[src/rtl/microstep_sequencer_pkg.sv]
// Shared definitions for the microstep sequencer slice.
//   STEP_W  : microstep counter width (fixed at 3)
//   state_t : sequencer FSM states, encoded as published on the state port
package microstep_sequencer_pkg;

  localparam int STEP_W = 3;

  typedef enum logic [1:0] {
    ST_IDLE = 2'd0,
    ST_RUN  = 2'd1,
    ST_WAIT = 2'd2,
    ST_IRQ  = 2'd3
  } state_t;

endpackage

[src/rtl/counter_3bit.sv]
// Microstep counter of the PDUA control unit.
// Updates on the falling edge, like the rest of the datapath.
//   clk   : clock (falling edge active)
//   rst   : asynchronous active-high reset, clears count
//   ena   : add a to count
//   sclr  : synchronous clear (wins over ena)
//   a     : increment amount
//   count : current count
module counter_3bit
  import microstep_sequencer_pkg::*;
(
  input  logic              clk,
  input  logic              rst,
  input  logic              ena,
  input  logic              sclr,
  input  logic [STEP_W-1:0] a,
  output logic [STEP_W-1:0] count
);

  logic [STEP_W-1:0] count_r;

  // Count register: clear, add, or hold.
  always_ff @(negedge clk or posedge rst) begin
    if (rst) begin
      count_r <= 3'd0;
    end else if (sclr) begin
      count_r <= 3'd0;
    end else if (ena) begin
      count_r <= count_r + a;
    end else begin
      count_r <= count_r;
    end
  end

  assign count = count_r;

endmodule

[src/rtl/microstep_sequencer.sv]
// Control FSM sequencing the 3-bit microstep counter. Steps through the
// microsteps of an instruction, waits out memory stalls, applies skip (+2)
// advances, and at the retire step hands off to IRQ service, the next
// instruction, or IDLE.
//   clk/rst    : falling-edge clock, async active-high reset
//   start      : begin instruction (IDLE, or at the retire edge)
//   opcode_len : microsteps in the instruction (0 means 1)
//   mem_step   : current microstep accesses memory
//   mem_rdy    : memory ready
//   skip       : advance by 2 instead of 1
//   irq        : interrupt request, looked at only on the retire edge
//   halt       : blocks start in IDLE
//   step       : current microstep (counter output)
//   state      : IDLE=0 RUN=1 WAIT=2 IRQ=3
//   busy       : RUN or WAIT
//   done       : one-cycle pulse after retire
//   irq_ack    : high for the single IRQ cycle
module microstep_sequencer
  import microstep_sequencer_pkg::*;
#(
  parameter int STEP_W = 3
) (
  input  logic              clk,
  input  logic              rst,
  input  logic              start,
  input  logic [STEP_W-1:0] opcode_len,
  input  logic              mem_step,
  input  logic              mem_rdy,
  input  logic              skip,
  input  logic              irq,
  input  logic              halt,
  output logic [STEP_W-1:0] step,
  output logic [1:0]        state,
  output logic              busy,
  output logic              done,
  output logic              irq_ack
);

  state_t            state_r, state_nx_s;
  logic [STEP_W-1:0] len_r;
  logic              done_r, irq_ack_r, busy_r;

  logic              stall_s, last_s, load_len_s, done_nx_s;
  logic              ena_s, sclr_s;
  logic [STEP_W-1:0] a_s, inc_s, step_s;

  assign stall_s = mem_step & ~mem_rdy;
  assign inc_s   = skip ? 3'd2 : 3'd1;
  // 4-bit compare so step+inc cannot wrap before the comparison.
  assign last_s  = ({1'b0, step_s} + {1'b0, inc_s}) >= {1'b0, len_r};

  // Next-state and counter-control decode.
  always_comb begin
    state_nx_s = state_r;
    ena_s      = 1'b0;
    sclr_s     = 1'b0;
    a_s        = 3'd0;
    done_nx_s  = 1'b0;
    load_len_s = 1'b0;
    case (state_r)
      ST_IDLE: begin
        sclr_s = 1'b1;
        if (start & ~halt) begin
          state_nx_s = ST_RUN;
          load_len_s = 1'b1;
        end else begin
          state_nx_s = ST_IDLE;
        end
      end
      ST_RUN, ST_WAIT: begin
        if (stall_s) begin
          state_nx_s = ST_WAIT;
        end else if (!last_s) begin
          ena_s      = 1'b1;
          a_s        = inc_s;
          state_nx_s = ST_RUN;
        end else begin
          // Retire: irq outranks a chained start.
          sclr_s    = 1'b1;
          done_nx_s = 1'b1;
          if (irq) begin
            state_nx_s = ST_IRQ;
          end else if (start & ~halt) begin
            state_nx_s = ST_RUN;
            load_len_s = 1'b1;
          end else begin
            state_nx_s = ST_IDLE;
          end
        end
      end
      ST_IRQ: begin
        sclr_s     = 1'b1;
        state_nx_s = ST_IDLE;
      end
      default: begin
        sclr_s     = 1'b1;
        state_nx_s = ST_IDLE;
      end
    endcase
  end

  // State, latched length and registered status outputs.
  always_ff @(negedge clk or posedge rst) begin
    if (rst) begin
      state_r   <= ST_IDLE;
      len_r     <= 3'd1;
      done_r    <= 1'b0;
      irq_ack_r <= 1'b0;
      busy_r    <= 1'b0;
    end else begin
      state_r   <= state_nx_s;
      if (load_len_s) begin
        len_r <= (opcode_len == 3'd0) ? 3'd1 : opcode_len;
      end else begin
        len_r <= len_r;
      end
      done_r    <= done_nx_s;
      irq_ack_r <= (state_nx_s == ST_IRQ);
      busy_r    <= (state_nx_s == ST_RUN) || (state_nx_s == ST_WAIT);
    end
  end

  counter_3bit u_counter (
    .clk   (clk),
    .rst   (rst),
    .ena   (ena_s),
    .sclr  (sclr_s),
    .a     (a_s),
    .count (step_s)
  );

  assign step    = step_s;
  assign state   = state_r;
  assign busy    = busy_r;
  assign done    = done_r;
  assign irq_ack = irq_ack_r;

endmodule

[config.mk]
export PLATFORM = sky130hd
export DESIGN_NAME = microstep_sequencer
export DESIGN_NICKNAME = d
export VERILOG_FILES = /design/src/rtl/microstep_sequencer_pkg.sv /design/src/rtl/counter_3bit.sv /design/src/rtl/microstep_sequencer.sv
export SDC_FILE = /design/constraint.sdc
export NUM_CORES = 1
export LEC_CHECK = 0
export CAP_MARGIN = 30
export CORE_AREA = 2 2 51 43
export DETAILED_ROUTE_END_ITERATION = 8
export DIE_AREA = 0 0 53 45
export PLACE_DENSITY_LB_ADDON = 0.15
export SLEW_MARGIN = 0
export SYNTH_ARGS = -nofsm -noshare
export SYNTH_HDL_FRONTEND = slang
export SYNTH_SLANG_ARGS = --single-unit
[constraint.sdc]
create_clock -name clk -period 3.1 [get_ports clk]
set_clock_uncertainty 0.15 [all_clocks]
set_input_delay 0.775 -clock clk [delete_from_list [all_inputs] [get_ports clk]]
set_output_delay 0.775 -clock clk [all_outputs]
set_load 0.005 [all_outputs]
==> metrics.txt, run 1 <==
# TYPE chip_impl_metric gauge
chip_impl_metric{name="worst-endpoint-arrival",unit="ns"} 3.14
chip_impl_info{name="cp-startpoint",value="skip"} 1
chip_impl_metric{name="chipHeight",unit="µm"} 45
chip_impl_metric{name="std_cell_rows",unit=""} 14
chip_impl_metric{name="dp_hpwl",unit="mm"} 1.27
chip_impl_metric{name="layout.filler_cells",unit=""} 154
chip_impl_metric{name="ys.warnings.count",unit=""} 0
chip_impl_metric{name="insertedDiodeCount",unit=""} 0
chip_impl_info{name="rsz0062_at_grt",value="yes"} 1
chip_impl_metric{name="number_of_register_bits_inferred_by_synthesis",unit=""} 11
chip_impl_info{name="setup.worst_path.start_class",value="primary input"} 1
chip_impl_metric{name="avgViaCountPerCell",unit=""} 4.85
chip_impl_metric{name="layout-area-overhead-vs-synth",unit="%"} 64.7
chip_impl_metric{name="post_synth_inst_count",unit=""} 70
chip_impl_metric{name="insertion_delay",unit="ns"} 0.33
chip_impl_metric{name="clkSlewWorstSetupHoldPaths",unit="ns"} 0.05
chip_impl_metric{name="synth_compound_area_frac",unit=""} 0.147
chip_impl_metric{name="drtPass1Iterations",unit=""} 4
chip_impl_info{name="clock_tree_from_tritoncts",value="done"} 1
chip_impl_metric{name="wl_per_cell",unit="µm"} 12.6
chip_impl_metric{name="max_slew_margin",unit=""} 0.864
chip_impl_metric{name="tightest_slew",unit="ns"} 0.203
chip_impl_metric{name="numCtsBuffers",unit=""} 3
chip_impl_metric{name="synthSimpleGateAreaFrac",unit=""} 0.148
chip_impl_info{name="yosysTopAreaCell",value="dfrtn_1"} 1
chip_impl_metric{name="whs",unit="ns"} 0.319
chip_impl_info{name="holdCritPathClass",value="reg2reg"} 1
chip_impl_info{name="run_status",value="finished with violations"} 1
chip_impl_metric{name="post_cts_hold_buffer_count",unit=""} 0
chip_impl_metric{name="critical_path_buf_inv_count",unit=""} 2
chip_impl_metric{name="cellLeakagePower",unit="nW"} 0.642
chip_impl_metric{name="pin_count_of_the_biggest_net_entering_global_routing",unit=""} 8
chip_impl_metric{name="slew_violations",unit=""} 0
chip_impl_info{name="hp-start",value="len_r[2]"} 1
chip_impl_info{name="layout_commonest_cell",value="buf_4"} 1
chip_impl_metric{name="antenna_violating_nets_post_route",unit=""} 0
chip_impl_metric{name="required_time_of_the_worst_setup_path",unit="ns"} 1.52
chip_impl_metric{name="synth_fp_nets",unit=""} 93
chip_impl_metric{name="max_cap_viol_count",unit=""} 0
chip_impl_info{name="globalRoute.busiestLayer",value="met2"} 1
chip_impl_info{name="synth_area_leaders",value="dfrtn_1 33%, ha_1 17%, mux2_4 6.0%, fa_1 5.3%, inv_1 4.5%"} 1
chip_impl_metric{name="synth.yosys.seq_area_share",unit=""} 0.368
chip_impl_metric{name="groute.layer.met3.usage",unit=""} 0.0596
chip_impl_metric{name="ys_types",unit=""} 26
chip_impl_metric{name="crit_path_max_fanout",unit=""} 3
chip_impl_info{name="type_of_the_setup_path_with_the_least_slack",value="in2reg"} 1
chip_impl_metric{name="drtIter0Drc",unit=""} 5
chip_impl_metric{name="synthMuxAreaShare",unit=""} 0.0600
chip_impl_metric{name="layout_setup_ws",unit="ns"} -1.62
chip_impl_info{name="crit_chain",value="buf_12, buf_6, fa_2, xor2_1, ha_1, o21ai_2, a21oi_2, a211oi_4, nand2_1, nor2_1, ha_2, fa_2, and4b_1, o21ai_1, o21ai_1"} 1
chip_impl_metric{name="peakVddDrop",unit="mV"} 0.530
chip_impl_metric{name="synth_xor_area_frac",unit=""} 0.0117
chip_impl_metric{name="first_global_vias",unit=""} 703
chip_impl_metric{name="grt_pass1_wl",unit="mm"} 2.95
chip_impl_metric{name="groute.layer.met2.usage",unit=""} 0.333
chip_impl_metric{name="setup-violations-final",unit=""} 19
chip_impl_metric{name="drt_wl_total",unit="mm"} 1.74
chip_impl_metric{name="ioPinCount",unit=""} 19
chip_impl_metric{name="globalplace.congestion",unit=""} 0.778
chip_impl_info{name="r2r_start",value="u_counter.count[0]"} 1
chip_impl_metric{name="portBuffers",unit=""} 18
chip_impl_metric{name="setup_tns",unit="ns"} -15.71
chip_impl_metric{name="die_area",unit="mm²"} 0.00239
chip_impl_metric{name="post_route_cells_drive_above_1_share",unit=""} 0.544
chip_impl_info{name="setup.worst_path.end_class",value="flop"} 1
chip_impl_metric{name="cts_max_level",unit=""} 1
chip_impl_info{name="synth_top_family_by_area",value="adder cells"} 1
chip_impl_metric{name="clock_path_buffers",unit=""} 2
chip_impl_metric{name="synthesis.area_per_instance",unit="µm²"} 10.7
chip_impl_metric{name="power.total",unit="mW"} 0.933
chip_impl_metric{name="start_util",unit=""} 0.408
chip_impl_info{name="worst_path_max_delay_cell",value="fa_2"} 1
chip_impl_metric{name="yosysTopAreaCellShare",unit=""} 0.333
chip_impl_metric{name="core_area",unit="mm²"} 0.00184
chip_impl_info{name="failing_checks",value="negative setup slack"} 1
chip_impl_metric{name="routed-via-count",unit=""} 669
chip_impl_info{name="final_cell_mix",value="20 x buf_4, 10 x dfrtn_1, 9 x clkdlybuf4s50_1"} 1
chip_impl_metric{name="die-width",unit="µm"} 53
chip_impl_metric{name="cts_num_sinks",unit=""} 11
chip_impl_metric{name="grt_overflow",unit=""} 0
chip_impl_metric{name="syn-cell-area",unit="µm²"} 751
chip_impl_metric{name="design.final.nets",unit=""} 138
chip_impl_metric{name="globalRouteTotalUtil",unit=""} 0.174
chip_impl_metric{name="globalRouteMet1Util",unit=""} 0.188
chip_impl_info{name="cpLargestDelayFamily",value="adder cells"} 1
chip_impl_metric{name="final-hold-violation-count",unit=""} 0
chip_impl_metric{name="powerDensity",unit="mW/mm²"} 754
chip_impl_metric{name="drt_drc_violations_left",unit=""} 0
chip_impl_metric{name="number_of_antenna_violations_at_the_first_check_in_global_routing",unit=""} 0
chip_impl_info{name="ctsRootBufferMaster",value="clkbuf_4"} 1
chip_impl_metric{name="synth_fa_ha_area_frac",unit=""} 0.220
chip_impl_metric{name="cp_slowest_stage_delay",unit="ns"} 0.37
-- state kept, by name (all words and copies together), names as in the netlist --
register,cells
state,2
len_r,3
irq_ack,1
busy,1
done,1
u_counter.count,3
-- routing by layer --
layer / vias to the layer above / part of all wire
met3: 4 / 0.049
met2: 19 / 0.53
met1: 322 / 0.40
met5: - / 0
met4: 0 / 0.021
li1: 324 / -
-- power breakdown --
part / internal [mW] / switching [mW] / leakage [nW]
combinational: 0.335 / 0.273 / 0.477
clock: 0.0495 / 0.0547 / 0.0230
sequential: 0.200 / 0.0203 / 0.142
-- worst paths after layout --
kind	to	slack, ns	depth (start not counted)
min	len_r[2]	0.32	1
min in group asynchronous	busy	2.10	3
max	u_counter.count[2]	-1.62	15
max reg2reg	u_counter.count[2]	0.05	15
max in group asynchronous	done	0.54	3
min reg2reg	len_r[2]	0.32	1
-- synthesized netlist by cell type, drive strengths merged --
master and number:
and4b 1, a21oi 2, o21bai 2, dfstp 1
and2b 1, nand3 2, a21boi 2, nor2 6
dfrtn 10, ha 10, nand2 6, o31a 1
a211oi 1, nand2b 2, nor2b 1, a21o 1
inv 9, fa 2, o21ai 4, xor2 1
and2 1, mux2 3, and3b 1
-- kinds of logic (layout without fill, tap and decap cells) --
logic type	Yosys count	in the layout
and+or+nand+nor	21	21
buffers and inverters	9	53
muxes	3	3
adders and majority gates	12	12
AOI/OAI and AO/OA	13	13
xor gates and xnor gates	1	1
DFF	11	11
-- layout make-up --
type	instances	area [µm²]	share of cell area
inverter	8	42.5	0.0344
tap	24	30.0	0.0243
clock inverter	2	8.76	0.00708
multi-input combinational	50	533	0.431
clock buffer	3	22.5	0.0182
timing repair buffer	40	323	0.261
sequential	11	277	0.224
-- repair_timing --
item,CTS,global route
pin swaps,15,17
resized for setup,52,6
endpoints found under the setup margin,19,19
setup buffers,6,5
endpoints found under the hold margin,0,0
-- through the flow --
stage | setup slack, ns | area [µm²] | utilization | cells
after floorplan | -1.76 | 797 | - | 70
after global placement | -2.43 | 1100 | 0.601 | 125
after detailed placement | -2.52 | 1100 | 0.601 | 125
after CTS | -1.84 | 1190 | 0.645 | 135
after global routing | -1.71 | 1240 | 0.672 | 138
final | -1.62 | 1240 | 0.672 | 138
-- worst register-to-register path, cell delays in order (launching register included) --
cell	delay (ns)
dfrtn_1	0.34
buf_4	0.15
ha_4	0.16
fa_2	0.33
xor2_1	0.15
ha_1	0.28
o21ai_2	0.05
a21oi_2	0.15
a211oi_4	0.05
nand2_1	0.09
nor2_1	0.05
ha_2	0.17
fa_2	0.35
and4b_1	0.21
o21ai_1	0.14
o21ai_1	0.09
Note: power is estimated with default switching activity, not from simulation.
==> inputs of run 2 (changes only) <==
--- a/config.mk
+++ b/config.mk
@@ -5,12 +5,13 @@
 export SDC_FILE = /design/constraint.sdc
 export NUM_CORES = 1
 export LEC_CHECK = 0
+export ABC_AREA = 1
 export CAP_MARGIN = 30
 export CORE_AREA = 2 2 51 43
 export DETAILED_ROUTE_END_ITERATION = 8
 export DIE_AREA = 0 0 53 45
 export PLACE_DENSITY_LB_ADDON = 0.15
-export SLEW_MARGIN = 0
+export SLEW_MARGIN = 20
 export SYNTH_ARGS = -nofsm -noshare
 export SYNTH_HDL_FRONTEND = slang
 export SYNTH_SLANG_ARGS = --single-unit
==> metrics.txt, run 2 <==
# TYPE chip_impl_metric gauge
chip_impl_info{name="run_status",value="finished with violations"} 1
chip_impl_info{name="failing_checks",value="negative setup slack"} 1
chip_impl_metric{name="cts_max_level",unit=""} 1
chip_impl_info{name="final_cell_mix",value="21 x buf_4, 15 x nand2_1, 13 x inv_1"} 1
chip_impl_metric{name="layout-area-overhead-vs-synth",unit="%"} 70.5
chip_impl_metric{name="syn-cell-area",unit="µm²"} 743
chip_impl_info{name="clock_tree_from_tritoncts",value="done"} 1
chip_impl_metric{name="max_cap_viol_count",unit=""} 0
chip_impl_metric{name="placed_cells",unit=""} 144
chip_impl_metric{name="grt_overflow",unit=""} 0
chip_impl_metric{name="post_route_cells_drive_above_1_share",unit=""} 0.481
chip_impl_metric{name="ioPinCount",unit=""} 19
chip_impl_metric{name="tightest_slew",unit="ns"} 0.249
chip_impl_metric{name="synth.yosys.seq_area_share",unit=""} 0.372
chip_impl_metric{name="cts_num_sinks",unit=""} 11
chip_impl_metric{name="first_global_vias",unit=""} 704
chip_impl_metric{name="switchingPower",unit="mW"} 0.385
chip_impl_metric{name="clkSlewWorstSetupHoldPaths",unit="ns"} 0.06
chip_impl_metric{name="worst-endpoint-arrival",unit="ns"} 2.92
chip_impl_metric{name="ys.warnings.count",unit=""} 0
chip_impl_metric{name="chipHeight",unit="µm"} 45
chip_impl_metric{name="switching_share",unit=""} 0.421
chip_impl_info{name="rsz0062_at_grt",value="yes"} 1
chip_impl_metric{name="std_cell_rows",unit=""} 14
chip_impl_info{name="synth_flop_cell",value="dfrtn_1"} 1
chip_impl_metric{name="power_frac_comb",unit=""} 0.641
chip_impl_info{name="layout_commonest_cell",value="buf_4"} 1
chip_impl_metric{name="powerDensity",unit="mW/mm²"} 722
chip_impl_metric{name="crit_path_max_fanout",unit=""} 2
chip_impl_info{name="worst_path_max_delay_cell",value="fa_2"} 1
chip_impl_metric{name="slew_violations",unit=""} 0
chip_impl_metric{name="layout.filler_cells",unit=""} 150
chip_impl_metric{name="async_reset_ff_frac",unit=""} 1.00
chip_impl_metric{name="routed-via-count",unit=""} 703
chip_impl_metric{name="synthesis.area_per_instance",unit="µm²"} 8.54
chip_impl_metric{name="grt_pass1_wl",unit="mm"} 2.75
chip_impl_metric{name="seq_power_share",unit=""} 0.237
chip_impl_metric{name="peakVddDrop",unit="mV"} 0.437
chip_impl_info{name="type_of_the_setup_path_with_the_least_slack",value="in2reg"} 1
chip_impl_metric{name="max_slew_margin",unit=""} 0.834
chip_impl_metric{name="drt_drc_violations_left",unit=""} 0
chip_impl_metric{name="synth_fp_nets",unit=""} 110
chip_impl_info{name="holdCritPathClass",value="reg2reg"} 1
chip_impl_info{name="synth_area_leaders",value="dfrtn_1 34%, ha_1 17%, nand2_1 9.6%, inv_1 7.6%, fa_1 5.4%"} 1
chip_impl_metric{name="synth-edff-count",unit=""} 0
chip_impl_metric{name="dp_hpwl",unit="mm"} 1.31
chip_impl_metric{name="cp_slowest_stage_delay",unit="ns"} 0.55
chip_impl_metric{name="filler_free_cell_count_of_the_finished_design",unit=""} 155
chip_impl_metric{name="required_time_of_the_worst_setup_path",unit="ns"} 1.54
chip_impl_metric{name="globalplace.congestion",unit=""} 0.821
chip_impl_info{name="ctsRootBufferMaster",value="clkbuf_4"} 1
chip_impl_metric{name="insertion_delay",unit="ns"} 0.34
chip_impl_metric{name="insertedDiodeCount",unit=""} 0
chip_impl_info{name="setup.worst_path.end_class",value="flop"} 1
chip_impl_metric{name="cellLeakagePower",unit="nW"} 0.664
chip_impl_metric{name="whs",unit="ns"} 0.269
chip_impl_metric{name="avgViaCountPerCell",unit=""} 4.54
chip_impl_metric{name="final-hold-violation-count",unit=""} 0
chip_impl_metric{name="ys_types",unit=""} 18
chip_impl_metric{name="pin_count_of_the_biggest_net_entering_global_routing",unit=""} 8
chip_impl_info{name="yosysTopAreaCell",value="dfrtn_1"} 1
chip_impl_metric{name="yosysTopAreaCellShare",unit=""} 0.337
chip_impl_info{name="synth.most_common_cell",value="nand2_1"} 1
chip_impl_metric{name="layout_setup_ws",unit="ns"} -1.38
chip_impl_info{name="setup.worst_path.start_class",value="primary input"} 1
chip_impl_metric{name="number_of_register_bits_inferred_by_synthesis",unit=""} 11
chip_impl_metric{name="setup_tns",unit="ns"} -12.55
chip_impl_metric{name="number_of_antenna_violations_at_the_first_check_in_global_routing",unit=""} 0
chip_impl_metric{name="start_util",unit=""} 0.404
chip_impl_metric{name="globalRouteTotalUtil",unit=""} 0.161
chip_impl_info{name="synth_common_cells",value="19 x nand2_1, 15 x inv_1, 10 x dfrtn_1, 10 x ha_1"} 1
chip_impl_metric{name="die_area",unit="mm²"} 0.00239
chip_impl_metric{name="die-width",unit="µm"} 53
chip_impl_metric{name="power.clock.fraction",unit=""} 0.123
chip_impl_metric{name="drt_wl_total",unit="mm"} 1.68
chip_impl_metric{name="setup-violations-final",unit=""} 19
chip_impl_metric{name="numCtsBuffers",unit=""} 3
chip_impl_metric{name="wl_per_cell",unit="µm"} 10.9
chip_impl_metric{name="post_synth_inst_count",unit=""} 87
chip_impl_info{name="crit_chain",value="buf_12, inv_12, ha_4, fa_2, ha_4, nand2_2, nand2_1, nand2_1, nand2_2, inv_2, nand2_4, nor2_4, ha_4, fa_2, nand3_2, nand2_1"} 1
chip_impl_metric{name="portBuffers",unit=""} 18
chip_impl_metric{name="design.final.nets",unit=""} 155
chip_impl_metric{name="drtPass1Iterations",unit=""} 3
chip_impl_metric{name="antenna_violating_nets_post_route",unit=""} 0
chip_impl_metric{name="drtIter0Drc",unit=""} 8
chip_impl_metric{name="clock_path_buffers",unit=""} 2
chip_impl_metric{name="intPower",unit="mW"} 0.529
chip_impl_metric{name="core_area",unit="mm²"} 0.00184
run 2: cell types whose count changed after synthesis, moves of 2 or more:
| cell | change |
|---|---|
| nand3_1 | +5 |
| nand3_2 | +2 |
| nand2_2 | +3 |
| o21ai_0 | -2 |
| nand2_1 | +13 |
| mux2_4 | -3 |
| a21boi_0 | -2 |
| inv_1 | +6 |
run 2: area by class of cell:
| cell class | count | area, µm² | share of cell area |
|---|---|---|---|
| well taps | 24 | 30.0 | 0.0237 |
| multi-input cells | 60 | 543 | 0.428 |
| clock buffers | 4 | 26.3 | 0.0207 |
| flip-flops and latches | 11 | 277 | 0.218 |
| repair buffers | 40 | 319 | 0.252 |
| clock inverters | 1 | 3.75 | 0.00296 |
| inverters | 15 | 68.8 | 0.0543 |
run 2: worst max-delay path, delay by kind of cell:
kind	cells	cell delay (ns)
simple gates	8	0.48
buf+inv	3	0.19
fa+ha+maj	5	1.45
run 2: cells by family after synthesis:
group                      share of synthesized area
and+or+nand+nor                                0.261
buffers and inverters                         0.0808
xor gates and xnor gates                      0.0236
AOI/OAI and AO/OA                             0.0404
DFF                                            0.372
adders and majority gates                      0.222
run 2: repair_timing:
action / in CTS / in global routing
setup endpoints to repair: 19 / 19
pin swaps: 21 / 16
hold endpoints to repair: 0 / 0
setup buffers: 4 / 8
hold buffers: 0 / 0
gates resized for setup: 48 / 14
run 2: worst paths after layout:
| kind | startpoint | slack (ns) | endpoint | cells past startpoint |
|---|---|---|---|---|
| worst max-delay path | skip | -1.38 | u_counter.count[1] | 16 |
| min in group asynchronous | rst | 2.08 | u_counter.count[2] | 3 |
| worst min-delay path | len_r[2] | 0.27 | len_r[2] | 2 |
| worst min register to register | len_r[2] | 0.27 | len_r[2] | 2 |
| worst max register to register | u_counter.count[0] | 0.15 | u_counter.count[1] | 16 |
| max in group asynchronous | rst | 0.54 | irq_ack | 3 |
run 2: metrics by stage:
stage                      util  worst slack, ns  instance area, µm²  total power, mW
after floorplan               -            -1.54                 791            0.481
after global placement    0.605            -2.23                1110            0.668
after detailed placement  0.605            -2.26                1110            0.680
after CTS                 0.632            -1.61                1160            0.834
after global routing      0.689            -1.47                1270            0.997
final                     0.689            -1.38                1270            0.915
run 2: per-layer routing:
layer | track usage | up-vias | part of all wire
li1 | - | 358 | -
met1 | 0.195 | 331 | 0.43
met2 | 0.285 | 12 | 0.52
met3 | 0.0397 | 2 | 0.036
met4 | 0.0462 | 0 | 0.016
met5 | 0 | - | 0
run 2: power by group through the flow:
stage	clock, mW	combinational [mW]	sequential (mW)
after global routing	0.123	0.652	0.222
after floorplan	0.00404	0.251	0.226
final	0.112	0.586	0.216
after global placement	0.00404	0.445	0.219
after detailed placement	0.00404	0.456	0.220
after CTS	0.108	0.509	0.217
